===== config.mk =====
export PLATFORM = sky130hd
export DESIGN_NAME = regfile_write_arbiter_flat
export DESIGN_NICKNAME = d
export VERILOG_FILES = /design/src/rtl/regfile_write_arbiter_if.sv /design/src/rtl/regfile_write_arbiter.sv /design/src/flat_wrapper.sv
export SDC_FILE = /design/constraint.sdc
export NUM_CORES = 1
export LEC_CHECK = 0
export BUFFER_PORTS_ARGS = -buffer_cell sky130_fd_sc_hd__buf_2
export CORE_MARGIN = 2
export CORE_UTILIZATION = 40
export CTS_CLUSTER_DIAMETER = 50
export DETAILED_ROUTE_END_ITERATION = 6
export MAX_ROUTING_LAYER = met4
export PLACE_DENSITY_LB_ADDON = 0.2
export SYNTH_ARGS = -nofsm -noshare
export SYNTH_HDL_FRONTEND = slang
export SYNTH_SLANG_ARGS = --single-unit

===== constraint.sdc =====
create_clock -name clk -period 2.55 [get_ports clk]
set_input_delay 0.1275 -clock clk [delete_from_list [all_inputs] [get_ports clk]]
set_output_delay 0.1275 -clock clk [all_outputs]
set_load 0.02 [all_outputs]

===== src/rtl/regfile_write_arbiter_if.sv =====
// Writeback bus between the requesters and the register-file write arbiter.
// Master side: the writeback sources (valid/addr/data out, ready in).
// Slave side: the arbiter (ready and the registered regfile write port out).
interface regfile_write_arbiter_if #(
   parameter int NUM_REQ = 3,
   parameter int DATA_W  = 32,
   parameter int ADDR_W  = 5
);
   localparam int GID_W = $clog2(NUM_REQ);

   logic [NUM_REQ-1:0]        req_valid;
   logic [NUM_REQ*ADDR_W-1:0] req_addr;
   logic [NUM_REQ*DATA_W-1:0] req_data;
   logic [NUM_REQ-1:0]        req_ready;
   logic [ADDR_W-1:0]         A3;
   logic [DATA_W-1:0]         WD3;
   logic                      WE3;
   logic [GID_W-1:0]          grant_id;
   logic                      init_done;

   modport master (
      output req_valid, req_addr, req_data,
      input  req_ready, A3, WD3, WE3, grant_id, init_done
   );

   modport slave (
      input  req_valid, req_addr, req_data,
      output req_ready, A3, WD3, WE3, grant_id, init_done
   );
endinterface


===== src/rtl/regfile_write_arbiter.sv =====
// Purpose: owns the regfile write port; clears all registers after reset, then round-robins NUM_REQ writers.
// Latency: 1 cycle from valid&ready to the registered WE3/A3/WD3 pulse; one write per cycle.
// Backpressure: req_ready is a combinational one-hot grant, held low during the init sweep.
// Option: RWARB_X0_GUARD_EN drops run-time writes to address 0 (handshake still completes).
module regfile_write_arbiter #(
   parameter int                NUM_REQ  = 3,
   parameter int                DATA_W   = 32,
   parameter int                ADDR_W   = 5,
   parameter logic [DATA_W-1:0] INIT_VAL = '0
) (
   input logic                    clk,
   input logic                    rst_n,
   regfile_write_arbiter_if.slave bus
);
   localparam int GID_W = $clog2(NUM_REQ);

   typedef enum logic {
      S_INIT = 1'b0,
      S_RUN  = 1'b1
   } state_t;

   // Registered state and outputs
   state_t              state_q;
   logic [ADDR_W:0]     cnt_q;      // extra MSB marks "all registers written"
   logic [GID_W-1:0]    ptr_q;
   logic [ADDR_W-1:0]   a3_q;
   logic [DATA_W-1:0]   wd3_q;
   logic                we3_q;
   logic [GID_W-1:0]    gid_q;
   logic                done_q;

   // Combinational grant
   logic [NUM_REQ-1:0]  gnt_oh;
   logic [GID_W-1:0]    gnt_idx;
   logic                gnt_vld;
   logic [GID_W-1:0]    cand;
   int                  pos;
   logic [GID_W-1:0]    ptr_d;
   logic [ADDR_W-1:0]   sel_addr;
   logic [DATA_W-1:0]   sel_data;
   logic                we3_run_d;

   logic [ADDR_W-1:0]   addr_arr [NUM_REQ];
   logic [DATA_W-1:0]   data_arr [NUM_REQ];

   // Unpack the flat requester buses into per-requester lanes
   always_comb begin
      for (int i = 0; i < NUM_REQ; i++) begin
         addr_arr[i] = bus.req_addr[i*ADDR_W +: ADDR_W];
         data_arr[i] = bus.req_data[i*DATA_W +: DATA_W];
      end
   end

   // Round-robin pick: first valid requester at or after ptr, wrapping
   always_comb begin
      gnt_oh  = '0;
      gnt_idx = '0;
      gnt_vld = 1'b0;
      cand    = '0;
      pos     = 0;
      for (int k = 0; k < NUM_REQ; k++) begin
         pos = int'(ptr_q) + k;
         if (pos >= NUM_REQ) begin
            pos = pos - NUM_REQ;
         end
         cand = GID_W'(pos);
         if (!gnt_vld && bus.req_valid[cand]) begin
            gnt_vld      = 1'b1;
            gnt_idx      = cand;
            gnt_oh[cand] = 1'b1;
         end
      end
      // Nobody is served while the sweep owns the write port
      if (state_q != S_RUN) begin
         gnt_vld = 1'b0;
         gnt_oh  = '0;
      end
   end

   // Winner's payload and the pointer value after its transfer
   always_comb begin
      sel_addr = addr_arr[gnt_idx];
      sel_data = data_arr[gnt_idx];
      if (gnt_idx == GID_W'(NUM_REQ - 1)) begin
         ptr_d = '0;
      end else begin
         ptr_d = gnt_idx + GID_W'(1);
      end
`ifdef RWARB_X0_GUARD_EN
      // x0 is hard-wired to INIT_VAL: accept the transfer but suppress the write
      we3_run_d = (sel_addr != '0);
`else
      we3_run_d = 1'b1;
`endif
   end

   // Main FSM: init sweep over every address, then one granted write per cycle
   always_ff @(posedge clk or negedge rst_n) begin
      if (!rst_n) begin
         state_q <= S_INIT;
         cnt_q   <= '0;
         ptr_q   <= '0;
         a3_q    <= '0;
         wd3_q   <= '0;
         we3_q   <= 1'b0;
         gid_q   <= '0;
         done_q  <= 1'b0;
      end else begin
         case (state_q)
            S_INIT: begin
               if (!cnt_q[ADDR_W]) begin
                  we3_q <= 1'b1;
                  a3_q  <= cnt_q[ADDR_W-1:0];
                  wd3_q <= INIT_VAL;
                  cnt_q <= cnt_q + (ADDR_W+1)'(1);
               end else begin
                  // Last sweep write is already on the port; hand over to requesters
                  we3_q   <= 1'b0;
                  state_q <= S_RUN;
                  done_q  <= 1'b1;
               end
            end
            S_RUN: begin
               if (gnt_vld) begin
                  we3_q <= we3_run_d;
                  a3_q  <= sel_addr;
                  wd3_q <= sel_data;
                  gid_q <= gnt_idx;
                  ptr_q <= ptr_d;
               end else begin
                  // Idle slot: drop the enable, keep address/data/id stable
                  we3_q <= 1'b0;
               end
            end
            default: begin
               state_q <= S_INIT;
            end
         endcase
      end
   end

   assign bus.req_ready = gnt_oh;
   assign bus.A3        = a3_q;
   assign bus.WD3       = wd3_q;
   assign bus.WE3       = we3_q;
   assign bus.grant_id  = gid_q;
   assign bus.init_done = done_q;

   // Grant is at most one-hot and never raised before the sweep completes
   always_ff @(posedge clk) begin
      if (rst_n) begin
         assert ($onehot0(gnt_oh));
         assert (done_q || gnt_oh == '0);
      end
   end
endmodule


===== src/flat_wrapper.sv =====
// flat-port wrapper written by rule: the top's interface ports become plain ports
module regfile_write_arbiter_flat 
#(
   parameter int                NUM_REQ  = 3,
   parameter int                DATA_W   = 32,
   parameter int                ADDR_W   = 5,
   parameter logic [DATA_W-1:0] INIT_VAL = '0
)
  (clk, rst_n, bus_req_valid, bus_req_addr, bus_req_data, bus_req_ready, bus_A3, bus_WD3, bus_WE3, bus_grant_id, bus_init_done);
  regfile_write_arbiter_if #(.NUM_REQ(NUM_REQ), .DATA_W(DATA_W), .ADDR_W(ADDR_W)) bus_i ();
  input logic clk;
  input logic rst_n;
  input wire logic [$bits(bus_i.req_valid)-1:0] bus_req_valid;
  input wire logic [$bits(bus_i.req_addr)-1:0] bus_req_addr;
  input wire logic [$bits(bus_i.req_data)-1:0] bus_req_data;
  output wire logic [$bits(bus_i.req_ready)-1:0] bus_req_ready;
  output wire logic [$bits(bus_i.A3)-1:0] bus_A3;
  output wire logic [$bits(bus_i.WD3)-1:0] bus_WD3;
  output wire logic [$bits(bus_i.WE3)-1:0] bus_WE3;
  output wire logic [$bits(bus_i.grant_id)-1:0] bus_grant_id;
  output wire logic [$bits(bus_i.init_done)-1:0] bus_init_done;
  assign bus_i.req_valid = bus_req_valid;
  assign bus_i.req_addr = bus_req_addr;
  assign bus_i.req_data = bus_req_data;
  assign bus_req_ready = bus_i.req_ready;
  assign bus_A3 = bus_i.A3;
  assign bus_WD3 = bus_i.WD3;
  assign bus_WE3 = bus_i.WE3;
  assign bus_grant_id = bus_i.grant_id;
  assign bus_init_done = bus_i.init_done;
  regfile_write_arbiter #(.NUM_REQ(NUM_REQ), .DATA_W(DATA_W), .ADDR_W(ADDR_W), .INIT_VAL(INIT_VAL)) u_core (.clk(clk), .rst_n(rst_n), .bus(bus_i));
endmodule

* Yosys cells after proc, flatten, opt, wreduce, memory -nomap -nowiden *
Cells that the tools add are included.

operators by class
  add/sub/neg operators = 7
  magnitude comparators = 10
  eq/ne operators = 3
  mux-type cells = 45
  bitwise gates (word level) = 5
  reductions and logical operators = 11

operators by type and width
  kind                 number
  $mux 32              4
  $bmux 32 s2          1
  $pmux 32 s2          1
  $mux 5               4
  $mux 1               14
  $mux 2               7
  $mux 3               4
  $bmux 5 s2           1
  $pmux 5 s2           1
  $lt 2x3->1 const B   3
  $reduce_and 2->1     4
  $add 6x1->6 const B  1
  $bmux 1 s2           3
  $demux 1 s2          3
  $ge 2x1->1 const B   3
  $ge 3x2->1 const B   2
  $mux 6               1
  $or 3x3->3           2
  $logic_and 1x1->1    5
  $ne 2x2->1 const B   2
  $sub 2x1->2 const B  2
  $add 2x1->3 const B  1
  $add 2x2->3 const B  1
  $ge 3x3->1 const B   1
  other kinds (8)      10

storage, ports and cells
  flip-flop bits (word level) = 50
  output and inout bits = 44
  logic and storage cells = 90

* Logic depth before layout (Yosys ltp) *
  depth after elaboration = 17
  mapped depth = 11

* Least setup slack after synthesis *
Ideal clock, no wire load.

  path kind = reg-to-reg
  start point = register u_core.ptr_q[0]
  end point = register u_core.wd3_q[0], in the netlist u_core.bus.WD3[0]
  library setup time = 0.076 ns
  data arrival time = 2.131 ns
  required time = 2.474 ns
  path slack = 0.342 ns
  stages on the path, launching flop included = 11
  path buffers = 2
  clock period less this slack = 2.208 ns
  cell sequence = dfrtp_1 -> inv_1 -> ha_1 -> buf_6 -> mux2i_4 -> o21ai_2 -> or4_4 -> o21ai_4 -> buf_8 -> a22oi_1 -> o21ai_1

on the way
  cells in the longest elaborated chain, start to end = 17
  elaborated cells on any way between the ends = 36
  classes of those cells = 5 x add/sub; 3 x order compare; 1 x eq/ne; 21 x mux; 1 x bitwise; 5 x reduce/logical

RTL lines
  what                                                  RTL line                      RTL
  start: declaration                                    regfile_write_arbiter.sv:25   logic [GID_W-1:0] ptr_q;
  start signal: assignment                              regfile_write_arbiter.sv:129  ptr_q <= ptr_d;
  branches (longest 17 deep; another with $add 2x1->3)  n/a
  end signal: assignment                                regfile_write_arbiter.sv:127  wd3_q <= sel_data;
  end: declaration                                      regfile_write_arbiter.sv:27   logic [DATA_W-1:0] wd3_q;

Parallel ways; which one is timed is not known. The select of a mux whose other input is x is not followed.
A chain may end at the register's enable or synchronous reset.

* Final worst setup path *
  start point = register u_core.ptr_q[1]
  end point = register u_core.wd3_q[29], in the netlist u_core.bus.WD3[29]

Same word-level chain as after synthesis.

==> flow_summary.json <==
{
  "die_x_um": 89.57,
  "htree_levels": 2,
  "vias_per_cell": 5.124,
  "endpoint_kind": "register",
  "async_flop_share_pct": 100.0,
  "rows": 31,
  "design_area_mm2": 0.004043,
  "dp_hpwl_um": 6504,
  "drt_wl_total_um": 8328,
  "clk_pin_slew_ns": 0.11,
  "insertion_delay_ns": 0.31,
  "synth.distinct_cells": 49,
  "antenna_found_initial": 0,
  "syn_area_per_cell_um2": 10.24,
  "ys_seq_elements": 50,
  "ys.flop_type": "dfrtp_1",
  "cap_viol_max_count": 0,
  "die_y_um": 89.57,
  "drv_slew": 0,
  "maxSlewHeadroom_pct": 57.04,
  "whs_ns": 0.04128,
  "grt_pass1_vias": 2638,
  "area_delta_synth_final_pct": 38.02,
  "cp_slowest_cell": "dfrtp_1",
  "arrival_ns": 2.56,
  "num_vias": 2854,
  "yosysWarnings": 0,
  "max_stage_delay_ns": 0.44,
  "timing_hold_violations_final": 0,
  "required_ns": 2.74,
  "rsz0062_at_grt": "no",
  "reg2reg_depth": 9,
  "vdd_ir_drop_max_mv": 0.6933,
  "gp_congestion": 0.8469,
  "layout-drive-gt1-share_pct": 45.41,
  "fp.coreArea_mm2": 0.007176,
  "setup_violations": 0,
  "drt_iter0_drc": 114,
  "synth_nets": 407,
  "start_util_pct": 40.82,
  "post_drt_wl_per_cell_um": 14.95,
  "finClkSkew_ns": 0.01280,
  "io_pins": 160,
  "hold_depth": 3,
  "finalPower_uw": 5853,
  "grtUsageTotal_pct": 20.55,
  "overflow": 0,
  "place_area_mm2": 0.003909,
  "syn_inst": 286,
  "grt_pass1_wl_um": 12480,
  "period_share_pct": 92.90,
  "period_minus_slack_ns": 2.369,
  "ant_nets": 0,
  "io_buffers": 159,
  "fin_util_pct": 56.34,
  "cts.sinks": 50,
  "cts_tree": "yes",
  "ctsLongestPathBuffers": 2,
  "yosysSeqAreaShare_pct": 42.72,
  "fillers": 648,
  "diodes": 0,
  "power_density_mw_per_mm2": 1448,
  "die_area_mm2": 0.008023,
  "syn_area_mm2": 0.002929,
  "grt_max_degree": 34,
  "max_freq_ghz": 0.4221,
  "cts_buffers": 5,
  "mostFrequentLayoutCell": "buf_2",
  "final_cell_mix": "157 x buf_2, 50 x dfrtp_1, 34 x mux2i_1",
  "synth_edf_count": 0,
  "cts-root-buf": "clkbuf_8",
  "worst-setup-path-type": "reg2reg",
  "cts_setup_buffers": 0,
  "cp_cell_sequence": "inv_1 > ha_1 > mux2i_2 > o21ai_2 > nor2_2 > a21o_2 > buf_12 > mux2i_1 > o21ai_1",
  "crit_fanout": 32,
  "crit_path_start_kind": "register",
  "final_nets": 578,
  "hp-class": "in2reg",
  "tightest_slew_ns": 0.6444,
  "drc": 0,
  "p_leak_uw": 0.002062,
  "outcome": "finished, final reports clean",
  "firstDrtPassIters": 5,
  "tns_ns": 0
}
stage by stage:
stage,std cells,setup slack (ns)
after CTS,557,0.04724
after floorplan,286,0.3425
after detailed placement,548,0.07536
final,557,0.1809
after global placement,548,0.1567
after global routing,557,0.002937
final cells by class:
class | instances | area, µm² | share of cell area [%]
clock buffer | 5 | 68.82 | 1.702
clock inverter | 3 | 28.78 | 0.7119
inverter | 10 | 37.54 | 0.9285
multi-input combinational | 209 | 1514 | 37.45
sequential | 50 | 1251 | 30.95
tap | 99 | 123.9 | 3.064
timing repair buffer | 181 | 1018 | 25.19
flip-flops by register name (all words and copies together) (netlist names):
name                  cells
u_core.bus.init_done      1
u_core.bus.WE3            1
u_core.cnt_q              6
u_core.bus.grant_id       2
u_core.bus.A3             5
u_core.ptr_q              2
u_core.bus.WD3           32
u_core.state_q            1
cells in the mapped netlist, types with 5 or more instances:
library cell	instances	area, µm²
dfrtp_1	50	1251
mux2i_1	34	340.3
a22oi_1	32	240.2
o21ai_1	30	150.1
nand2_1	19	71.32
o21ai_0	12	60.06
nor2_1	11	41.29
inv_1	10	37.54
a21oi_1	6	30.03
buf_2	6	30.03
nand3_1	6	30.03
buf_6	5	56.30
ha_1	5	62.56
worst paths after layout:
path	slack [ns]	endpoint	start
worst max register to register	0.18	u_core.bus.WD3[29]	u_core.ptr_q[1]
worst max-delay path	0.18	u_core.bus.WD3[29]	u_core.ptr_q[1]
min in group asynchronous	0.36	u_core.bus.A3[4]	rst_n
max in group asynchronous	1.55	u_core.state_q	rst_n
worst min register to register	0.49	u_core.bus.init_done	u_core.bus.init_done
worst min-delay path	0.04	u_core.bus.WD3[23]	bus_req_data[87]
kinds of logic (layout without fill, tap and decap cells):
family	after synthesis	after routing	share of synthesized area, %
adder cells (fa/ha/maj)	5	5	2.136
AO/OA/AOI/OAI	108	108	24.65
AND/OR/NAND/NOR	54	54	9.313
buffers and inverters	27	199	6.365
flip-flops	50	50	42.72
multiplexers	38	38	13.63
XOR/XNOR	4	4	1.196
repair_timing:
item                                    4_1_cts  5_1_grt
hold endpoints to repair                     26        0
endpoints found under the setup margin        0       34
resized for setup                             0        6
hold buffers                                  1        0
power breakdown:
group / internal, µW / switching (µW) / leakage [µW] / total (µW)
registers: 1170 / 193 / 0.000600 / 1360
clock network: 204 / 297 / 0.0000502 / 501
logic: 1740 / 2250 / 0.00141 / 3990
worst max-delay path, delay by kind of cell (launching register included):
family / cells / cell delay (ns)
mux: 2 / 0.52
compound gates: 3 / 0.45
flops: 1 / 0.44
buf+inv: 2 / 0.36
simple gates: 1 / 0.25
fa+ha+maj: 1 / 0.20
routing by layer:
metal | GRT usage [%] | routed length [µm] | vias to the layer above
li1 | - | - | 1409
met1 | 26.72 | 3565 | 1328
met2 | 34.02 | 4175 | 109
met3 | 4.022 | 522 | 8
met4 | 3.256 | 64 | 0
met5 | - | 0 | -
(Power assumes the default switching activity.)
